==> config.mk <==
export PLATFORM = sky130hd
export DESIGN_NAME = regfile_index_reader
export DESIGN_NICKNAME = d
export VERILOG_FILES = /design/src/rtl/regfile_rd_pkg.sv /design/src/rtl/regfile_rd_skid.sv /design/src/rtl/regfile_index_reader.sv
export SDC_FILE = /design/constraint.sdc
export NUM_CORES = 1
export LEC_CHECK = 0
export ABC_CLOCK_PERIOD_IN_PS = 6690
export CELL_PAD_IN_SITES_DETAIL_PLACEMENT = 1
export CELL_PAD_IN_SITES_GLOBAL_PLACEMENT = 1
export CORE_ASPECT_RATIO = 0.5
export CORE_MARGIN = 2
export CORE_UTILIZATION = 44
export DETAILED_ROUTE_END_ITERATION = 6
export HOLD_SLACK_MARGIN = 0.12
export PLACE_DENSITY_LB_ADDON = 0.1
export RECOVER_POWER = 25
export SYNTH_ARGS = -nofsm -noshare
export SYNTH_HDL_FRONTEND = slang
export SYNTH_SLANG_ARGS = --single-unit
==> constraint.sdc <==
create_clock -name CLK -period 6.69 [get_ports CLK]
set_input_delay 2.007 -clock CLK [delete_from_list [all_inputs] [get_ports CLK]]
set_output_delay 2.007 -clock CLK [all_outputs]
set_load 0.01 [all_outputs]
==> src/rtl/regfile_rd_pkg.sv <==
// Shared types and constants for the register-file read sequencer.
// Optional feature macro: REGFILE_RD_REPEAT_EN (multi-pass replay).
package regfile_rd_pkg;

  localparam int DATA_W  = 16;
  localparam int DEPTH   = 256;
  localparam int ADDR_W  = 8;
  localparam int COUNT_W = 9;
  localparam int REP_W   = 4;

  typedef enum logic [1:0] {
    IDLE,
    READ,
    DRAIN,
    DONE
  } rd_state_e;

  function automatic logic [COUNT_W-1:0] clamp_count(
    input logic [COUNT_W-1:0] c
  );
    if (c > COUNT_W'(DEPTH)) return COUNT_W'(DEPTH);
    return c;
  endfunction

endpackage

==> src/rtl/regfile_rd_skid.sv <==
// Two-entry output buffer with fall-through for the word landing this cycle.
// Carries a last-element sideband bit alongside each data word.
module regfile_rd_skid
  import regfile_rd_pkg::*;
(
  input  logic              CLK,
  input  logic              RESET,
  input  logic              flush_i,
  input  logic              push_i,
  input  logic [DATA_W-1:0] push_data_i,
  input  logic              push_last_i,
  input  logic              pop_ready_i,
  output logic              out_valid_o,
  output logic [DATA_W-1:0] out_data_o,
  output logic              out_last_o,
  output logic [1:0]        count_o,
  output logic [1:0]        count_next_o
);

  logic [DATA_W-1:0] data_q [2];
  logic [1:0]        last_q;
  logic              rd_ptr_q;
  logic              rd_ptr_d;
  logic [1:0]        count_q;
  logic [1:0]        count_d;
  logic              wr_ptr;
  logic              stored;
  logic              fire;
  logic              deq;
  logic              store;

  always_comb begin
    stored      = count_q != 2'd0;
    out_valid_o = stored || push_i;
    fire        = out_valid_o && pop_ready_i;
    deq         = fire && stored;
    // A landing word consumed straight away never touches storage.
    store       = push_i && !(fire && !stored);
    wr_ptr      = rd_ptr_q ^ count_q[0];
    rd_ptr_d    = rd_ptr_q ^ deq;
    count_d     = count_q + {1'b0, store} - {1'b0, deq};
    if (flush_i) begin
      rd_ptr_d = 1'b0;
      count_d  = 2'd0;
    end
    out_data_o = '0;
    out_last_o = 1'b0;
    if (stored) begin
      out_data_o = data_q[rd_ptr_q];
      out_last_o = last_q[rd_ptr_q];
    end else if (push_i) begin
      out_data_o = push_data_i;
      out_last_o = push_last_i;
    end
  end

  assign count_o      = count_q;
  assign count_next_o = count_d;

  always_ff @(posedge CLK or posedge RESET) begin
    if (RESET) begin
      count_q   <= 2'd0;
      rd_ptr_q  <= 1'b0;
      last_q    <= 2'b00;
      data_q[0] <= '0;
      data_q[1] <= '0;
    end else begin
      count_q  <= count_d;
      rd_ptr_q <= rd_ptr_d;
      if (store && !flush_i) begin
        data_q[wr_ptr] <= push_data_i;
        last_q[wr_ptr] <= push_last_i;
      end
    end
  end

endmodule

==> src/rtl/regfile_index_reader.sv <==
// Read-side sequencer: walks the register file and streams words out.
// Define REGFILE_RD_REPEAT_EN to add repeat_count multi-pass replay.
module regfile_index_reader
  import regfile_rd_pkg::*;
(
  input  logic               CLK,
  input  logic               RESET,
  input  logic               start,
  input  logic               abort,
  input  logic [COUNT_W-1:0] fill_count,
`ifdef REGFILE_RD_REPEAT_EN
  input  logic [REP_W-1:0]   repeat_count,
`endif
  output logic               rd_en,
  output logic [ADDR_W-1:0]  rd_addr,
  input  logic [DATA_W-1:0]  rd_data,
  output logic [DATA_W-1:0]  out_data,
  output logic               out_valid,
  input  logic               out_ready,
  output logic               out_last,
  output logic               busy,
  output logic               done
);

  rd_state_e          state_q;
  rd_state_e          state_d;
  logic [ADDR_W-1:0]  addr_q;
  logic [ADDR_W-1:0]  addr_d;
  logic [COUNT_W-1:0] cnt_q;
  logic [COUNT_W-1:0] cnt_d;
  logic               infl_q;
  logic               infl_last_q;
  logic               issue;
  logic               issue_last;
  logic [1:0]         skid_cnt;
  logic [1:0]         skid_cnt_nxt;
  logic [2:0]         occ;
  logic               can_issue;
  logic               final_addr;
  logic               rep_more;

`ifdef REGFILE_RD_REPEAT_EN
  logic [REP_W-1:0]   rep_q;
  logic [REP_W-1:0]   rep_d;
  assign rep_more = rep_q != '0;
`else
  assign rep_more = 1'b0;
`endif

  // Buffered words plus the one in flight must fit the two slots.
  assign occ        = {1'b0, skid_cnt} + {2'b00, infl_q};
  assign can_issue  = occ < 3'd2;
  assign final_addr = {1'b0, addr_q} == (cnt_q - COUNT_W'(1));

  always_comb begin
    state_d    = state_q;
    addr_d     = addr_q;
    cnt_d      = cnt_q;
    issue      = 1'b0;
    issue_last = 1'b0;
`ifdef REGFILE_RD_REPEAT_EN
    rep_d      = rep_q;
`endif
    unique case (state_q)
      IDLE: begin
        if (start) begin
          cnt_d   = clamp_count(fill_count);
          addr_d  = '0;
`ifdef REGFILE_RD_REPEAT_EN
          rep_d   = repeat_count;
`endif
          state_d = (cnt_d == '0) ? DONE : READ;
        end
      end
      READ: begin
        if (can_issue) begin
          issue = 1'b1;
          if (final_addr) begin
            if (rep_more) begin
              addr_d = '0;
`ifdef REGFILE_RD_REPEAT_EN
              rep_d  = rep_q - REP_W'(1);
`endif
            end else begin
              issue_last = 1'b1;
              state_d    = DRAIN;
            end
          end else begin
            addr_d = addr_q + ADDR_W'(1);
          end
        end
      end
      DRAIN: begin
        if (skid_cnt_nxt == 2'd0) state_d = DONE;
      end
      DONE: state_d = IDLE;
      default: state_d = IDLE;
    endcase
    if (abort) begin
      state_d    = IDLE;
      issue      = 1'b0;
      issue_last = 1'b0;
    end
  end

  always_ff @(posedge CLK or posedge RESET) begin
    if (RESET) begin
      state_q     <= IDLE;
      addr_q      <= '0;
      cnt_q       <= '0;
      infl_q      <= 1'b0;
      infl_last_q <= 1'b0;
`ifdef REGFILE_RD_REPEAT_EN
      rep_q       <= '0;
`endif
    end else begin
      state_q     <= state_d;
      addr_q      <= addr_d;
      cnt_q       <= cnt_d;
      infl_q      <= issue;
      infl_last_q <= issue_last;
`ifdef REGFILE_RD_REPEAT_EN
      rep_q       <= rep_d;
`endif
    end
  end

  regfile_rd_skid u_skid (
    .CLK         (CLK),
    .RESET       (RESET),
    .flush_i     (abort),
    .push_i      (infl_q),
    .push_data_i (rd_data),
    .push_last_i (infl_last_q),
    .pop_ready_i (out_ready),
    .out_valid_o (out_valid),
    .out_data_o  (out_data),
    .out_last_o  (out_last),
    .count_o     (skid_cnt),
    .count_next_o(skid_cnt_nxt)
  );

  assign rd_en   = issue;
  assign rd_addr = addr_q;
  assign busy    = state_q != IDLE;
  assign done    = state_q == DONE;

endmodule

==> impl_metrics.csv, run 1 <==
group,metric,value,unit
synthesis,avgSynthCellArea,10.4,µm²
global_route,grt_antenna_before_repair,0,
timing,skew,5.12,ps
timing,worst_pin_slew,3120,ps
finish,fillers,784,
die,core-area,7350,µm²
setup_path,cpMaxStageDelayCell,"clkdlybuf4s50_1",
worst_hold_path,worstHoldPathType,"register to register",
synthesis,synth.area.top_cells,"dfrtp_1 (43%), mux2_2 (12%), mux2i_1 (5.4%)",
outcome,status,"complete, but fails checks",
setup_path,worstPathRequired,4680,ps
power,irDropWorstVdd,173,µV
timing,maxSlewHeadroom,-108,%
global_route,grt_first_pass_wirelength,14500,µm
timing,fin_crit_sh,82.9,%
die,die_y,65.7,µm
outcome,violations,"max-capacitance violations, max-slew violations",
flow_run,cap_violations,1,
routing,avgRoutedWirePerCell,18.3,µm
routing,drtAntennaViolNets,0,
synthesis,yosys.area.top_type,"dfrtp_1",
timing,finalHoldViolations,0,
setup_path,cpLargestDelayFamily,"buffers and inverters",
finish,area_delta_synth_final,28.4,%
setup_path,start_kind,"input port",
die,start_util,45.6,%
clocking,tritoncts,"yes",
timing,final_max_slew_viol_count,59,
place,place_ws,1230,ps
synthesis,synth_top_area_share,43.3,%
setup_path,crit_fanout,10,
synthesis,ys_ff_latch,58,
routing,vias,2715,
synthesis,ys.flop_type,"dfrtp_1",
clocking,htree_levels,3,
finish,antenna_cells,0,
power,power_density,414,nW/µm²
synthesis,ys_async_sr_fraction,100,%
place,io_buffers,58,
timing,setup_viol,0,
routing,drt_pre_antenna_iters,4,
finish,seq_area,1450,µm²
place,gp_congestion,0.855,
setup_path,cp_slowest_stage_delay,600,ps
die,io_pins,59,
synthesis,syn-num-nets,361,
routing,drt_wl_total,8730,µm
timing,fin_tns_setup,0,ps
clocking,clk_pin_slew,50,ps
timing,fin_ws,1140,ps
global_route,grt_pass1_vias,2920,
clocking,clock_path_buffers,2,
clocking,insertion_delay,330,ps
synthesis,synth.cell_area,3350,µm²
finish,drive_gt1_share,16.6,%
clocking,clockRootBuffer,"clkbuf_16",
routing,viasPerCell,5.70,
clocking,post_cts.repair.setup_buffers,0,
synthesis,synth-edff-count,0,
clocking,ctsHoldBuffers,0,
power,p_leak,1.79,nW
global_route,grt-ovfl-total,0,
setup_path,cp.arrival,3540,ps
synthesis,synth_most_common_cell,"dfrtp_1",
synthesis,yosysWarningCount,0,
setup_path,cp_cell_sequence,"clkdlybuf4s50_1 > inv_1 > and3_1 > clkdlybuf4s50_1",
setup_path,critical_path_class,"input port to output pin",
setup_path,end_kind,"output pin",
timing,min_period,5550,ps
clocking,cts_resized,0,
global_route,grt_max_degree,59,
finish,multi_input_area,1760,µm²
synthesis,synthCells,323,
setup_path,worstPathBufferInverterCount,3,
routing,first_iter_violations,116,
clocking,cts.sinks,58,
routing,drcViolationCount,0,
die,die_x,127,µm
global_route,grt_use_total,22.5,%
die,die_area,8370,µm²
setup_path,crit_top_cell,"clkdlybuf4s50_1",
timing,max_freq,180,MHz
timing,grt_setup_unrepaired,"no",
finish,final_nets,413,
synthesis,yosysSeqAreaShare,43.3,%
synthesis,synth_common_cells,"dfrtp_1 (58), mux2_2 (35), o21ai_0 (29)",
clocking,numCtsBuffers,9,
place,hpwl,5640,µm
synthesis,ys_types,54,
die,rows,22,
-- placed cells by master (no fill, tap or decap), drive strengths merged, types with 2 or more instances in the layout --
master	count
a21boi	2
and3	5
clkbuf	11
mux2	35
ha	8
nor4	2
mux2i	18
a21oi	7
a211oi	4
nand2b	8
inv	12
clkinv	4
a211o	2
bufinv	2
nand2	19
nand3	21
clkdlybuf4s50	56
nand4b	3
a31o	2
nor3	6
a2111oi	5
o211ai	2
xnor2	10
a31oi	2
or3	3
xor2	5
nor2	15
dlygate4sd3	2
dfrtp	58
nor2b	2
o21ai	29
nand4	3
-- area by class of cell --
class | count | share of cell area (%)
Sequential cell | 58 | 33.8
Clock buffer | 10 | 5.56
Clock inverter | 6 | 2.10
Inverter | 13 | 1.14
Multi-Input combinational cell | 233 | 40.9
Timing Repair Buffer | 60 | 13.8
Tap cell | 96 | 2.79
-- cells by family after synthesis --
kind of cell | count (synthesis) | share of synthesized area, %
xor+xnor | 15 | 3.92
flops | 58 | 43.3
compound gates | 65 | 13.8
buf+inv | 32 | 4.26
mux | 53 | 17.1
simple gates | 92 | 14.6
fa+ha+maj | 8 | 2.99
-- power breakdown --
part	switching, mW	internal [mW]
sequential	0.130	0.465
clock	0.166	0.336
combinational	0.345	0.338
-- routing by layer --
layer / vias up / wire, µm / track usage, %
li1: 1271 / - / -
met1: 1384 / 3800 / 26.0
met3: 8 / 322 / 5.86
met5: - / 0 / 0
met4: 0 / 87 / 5.49
met2: 52 / 4520 / 42.2
-- state kept, by name (all words and copies together) (netlist names) --
name	count
infl_q	1
u_skid.data_q	32
rd_addr	8
u_skid.last_q	2
u_skid.rd_ptr_q	1
state_q	2
cnt_q	9
infl_last_q	1
u_skid.count_o	2
-- per-stage QoR --
step / total power [mW] / hold WS (ps) / std cells / instance area, µm² / util (%)
3_5_place_dp: 1.27 / 496 / 460 / 3970 / 54.1
3_3_place_gp: 1.23 / 488 / 460 / 3970 / 54.1
6_report: 1.78 / 507 / 476 / 4300 / 58.5
4_1_cts: 1.79 / 508 / 476 / 4300 / 58.5
5_1_grt: 1.89 / 529 / 476 / 4300 / 58.5
2_1_floorplan: 1.02 / 480 / 323 / 3350 / -
-- final timing paths --
kind                                   start                 to  slack (ps)  depth (start not counted)
min in group asynchronous              RESET         rd_addr[5]        3320                          3
setup / recovery                       abort              rd_en        1140                          4
setup reg to reg           u_skid.count_o[0]         state_q[1]        2810                         12
hold / removal              u_skid.data_q[0]   u_skid.data_q[0]         510                          1
hold reg to reg             u_skid.data_q[0]   u_skid.data_q[0]         510                          1
max in group asynchronous              RESET  u_skid.data_q[13]        1620                          3
No activity file was read; power rests on OpenSTA's default activity.
==> run 2: changes to the inputs <==
ABC_CLOCK_PERIOD_IN_PS = 5350   (was 6690)
CORE_UTILIZATION = 41   (was 44)
clock period = 5.35 ns   (was 6.69 ns; I/O delays follow)
==> impl_metrics.csv, run 2 (synthesis results as in run 1) <==
group,metric,value,unit
outcome,status,"complete, but fails checks",
outcome,violations,"max-capacitance violations, max-slew violations",
timing,fin_tns_setup,0,ps
timing,grt_setup_unrepaired,"no",
finish,drive_gt1_share,16.6,%
routing,vias,2659,
finish,area_delta_synth_final,28.5,%
setup_path,critical_path_class,"input port to output pin",
clocking,tritoncts,"yes",
place,gp_congestion,0.764,
flow_run,cap_violations,1,
global_route,grt_antenna_before_repair,0,
power,p_leak,1.79,nW
die,core-area,7970,µm²
setup_path,end_kind,"output pin",
die,die_area,8950,µm²
global_route,grt_first_pass_wirelength,14400,µm
routing,first_iter_violations,114,
place,io_buffers,58,
clocking,ctsHoldBuffers,0,
clocking,numCtsBuffers,9,
timing,worst_pin_slew,1730,ps
routing,drt_pre_antenna_iters,4,
die,die_y,67.9,µm
setup_path,worstPathRequired,3740,ps
clocking,clock_path_buffers,2,
global_route,grt_max_degree,37,
timing,fin_ws,627,ps
finish,largest-register,"u_skid.data_q",
die,io_pins,59,
place,placed_area,4000,µm²
clocking,htree_levels,3,
worst_hold_path,worstHoldPathType,"register to register",
global_route,grt_use_total,21.1,%
finish,final_cell_mix,"dfrtp_1 (58), clkdlybuf4s50_1 (54), mux2_2 (35), o21ai_0 (29), nand3_1 (21)",
routing,avgRoutedWirePerCell,17.5,µm
timing,min_period,4720,ps
timing,max_freq,212,MHz
routing,drtAntennaViolNets,0,
setup_path,start_kind,"input port",
timing,fin_crit_sh,88.3,%
clocking,clockRootBuffer,"clkbuf_16",
place,dp.cells,477,
clocking,cts_resized,0,
setup_path,crit_fanout,10,
power,power_density,511,nW/µm²
timing,skew,3.48,ps
finish,largest_reg_flops,32,
clocking,insertion_delay,330,ps
finish,final_common_cell,"dfrtp_1",
finish,final_cells,492,
power,power.total,2.20,mW
finish,final_nets,414,
timing,final_max_slew_viol_count,33,
clocking,cts.sinks,58,
global_route,grt-ovfl-total,0,
finish,design_area,4310,µm²
routing,viasPerCell,5.40,
global_route,grt_pass1_vias,2872,
timing,setup_viol,0,
timing,maxSlewHeadroom,-15.2,%
finish,antenna_cells,0,
routing,drcViolationCount,0,
setup_path,cp.arrival,3120,ps
place,hpwl,6070,µm
clocking,post_cts.repair.setup_buffers,0,
timing,finalHoldViolations,0,
die,die_x,132,µm
clocking,clk_pin_slew,50,ps
power,irDropWorstVdd,207,µV
die,rows,23,
die,start_util,42.0,%
place,place_ws,697,ps
routing,drt_wl_total,8630,µm
-- run 2: changes by cell type in the layout (fill, tap and decap cells not counted), moves of 2 or more --
| cell | change |
|---|---|
| clkdlybuf4s50_1 | -2 |
| clkinv_2 | +2 |
| dlygate4sd3_1 | +2 |
| clkinv_4 | -2 |
-- run 2: area by class of cell --
cell class	instances	area (µm²)
Inverter	13	48.8
Multi-Input combinational cell	233	1760
Sequential cell	58	1450
Tap cell	112	140
Clock buffer	9	225
Timing Repair Buffer	61	599
Fill cell	867	3670
Clock inverter	6	82.6
-- run 2: layer usage --
layer	vias to the layer above	global-route usage (%)	share of wire (%)
li1	1276	-	-
met1	1325	23.5	44
met2	47	40.2	51
met3	11	6.37	3.8
met4	0	6.79	1.1
met5	-	0	0
-- run 2: path summary, 6_finish.rpt --
| path | startpoint | to | slack [ps] | cells after the start |
|---|---|---|---|---|
| max | abort | rd_en | 630 | 4 |
| min | u_skid.last_q[0] | u_skid.last_q[0] | 510 | 1 |
| max reg2reg | u_skid.count_o[0] | state_q[1] | 2340 | 13 |
| min reg2reg | u_skid.last_q[0] | u_skid.last_q[0] | 510 | 1 |
| max in group asynchronous | RESET | u_skid.data_q[10] | 1220 | 3 |
| min in group asynchronous | RESET | u_skid.data_q[5] | 1990 | 2 |
-- run 2: through the flow --
stage	hold WS [ps]	utilization [%]
4_1_cts	510	54.1
3_5_place_dp	498	50.2
3_3_place_gp	488	50.2
2_1_floorplan	480	-
6_report	507	54.0
5_1_grt	524	54.0
-- run 2: critical path: stages --
cell	delay [ps]
dlygate4sd3_1	680
inv_1	110
and3_1	180
clkdlybuf4s50_1	550
-- run 2: where the power goes --
group / switching, mW / internal [mW] / leakage [nW]
logic: 0.433 / 0.427 / 0.880
registers: 0.162 / 0.582 / 0.759
clock network: 0.195 / 0.401 / 0.151
total: 0.790 / 1.41 / 1.79
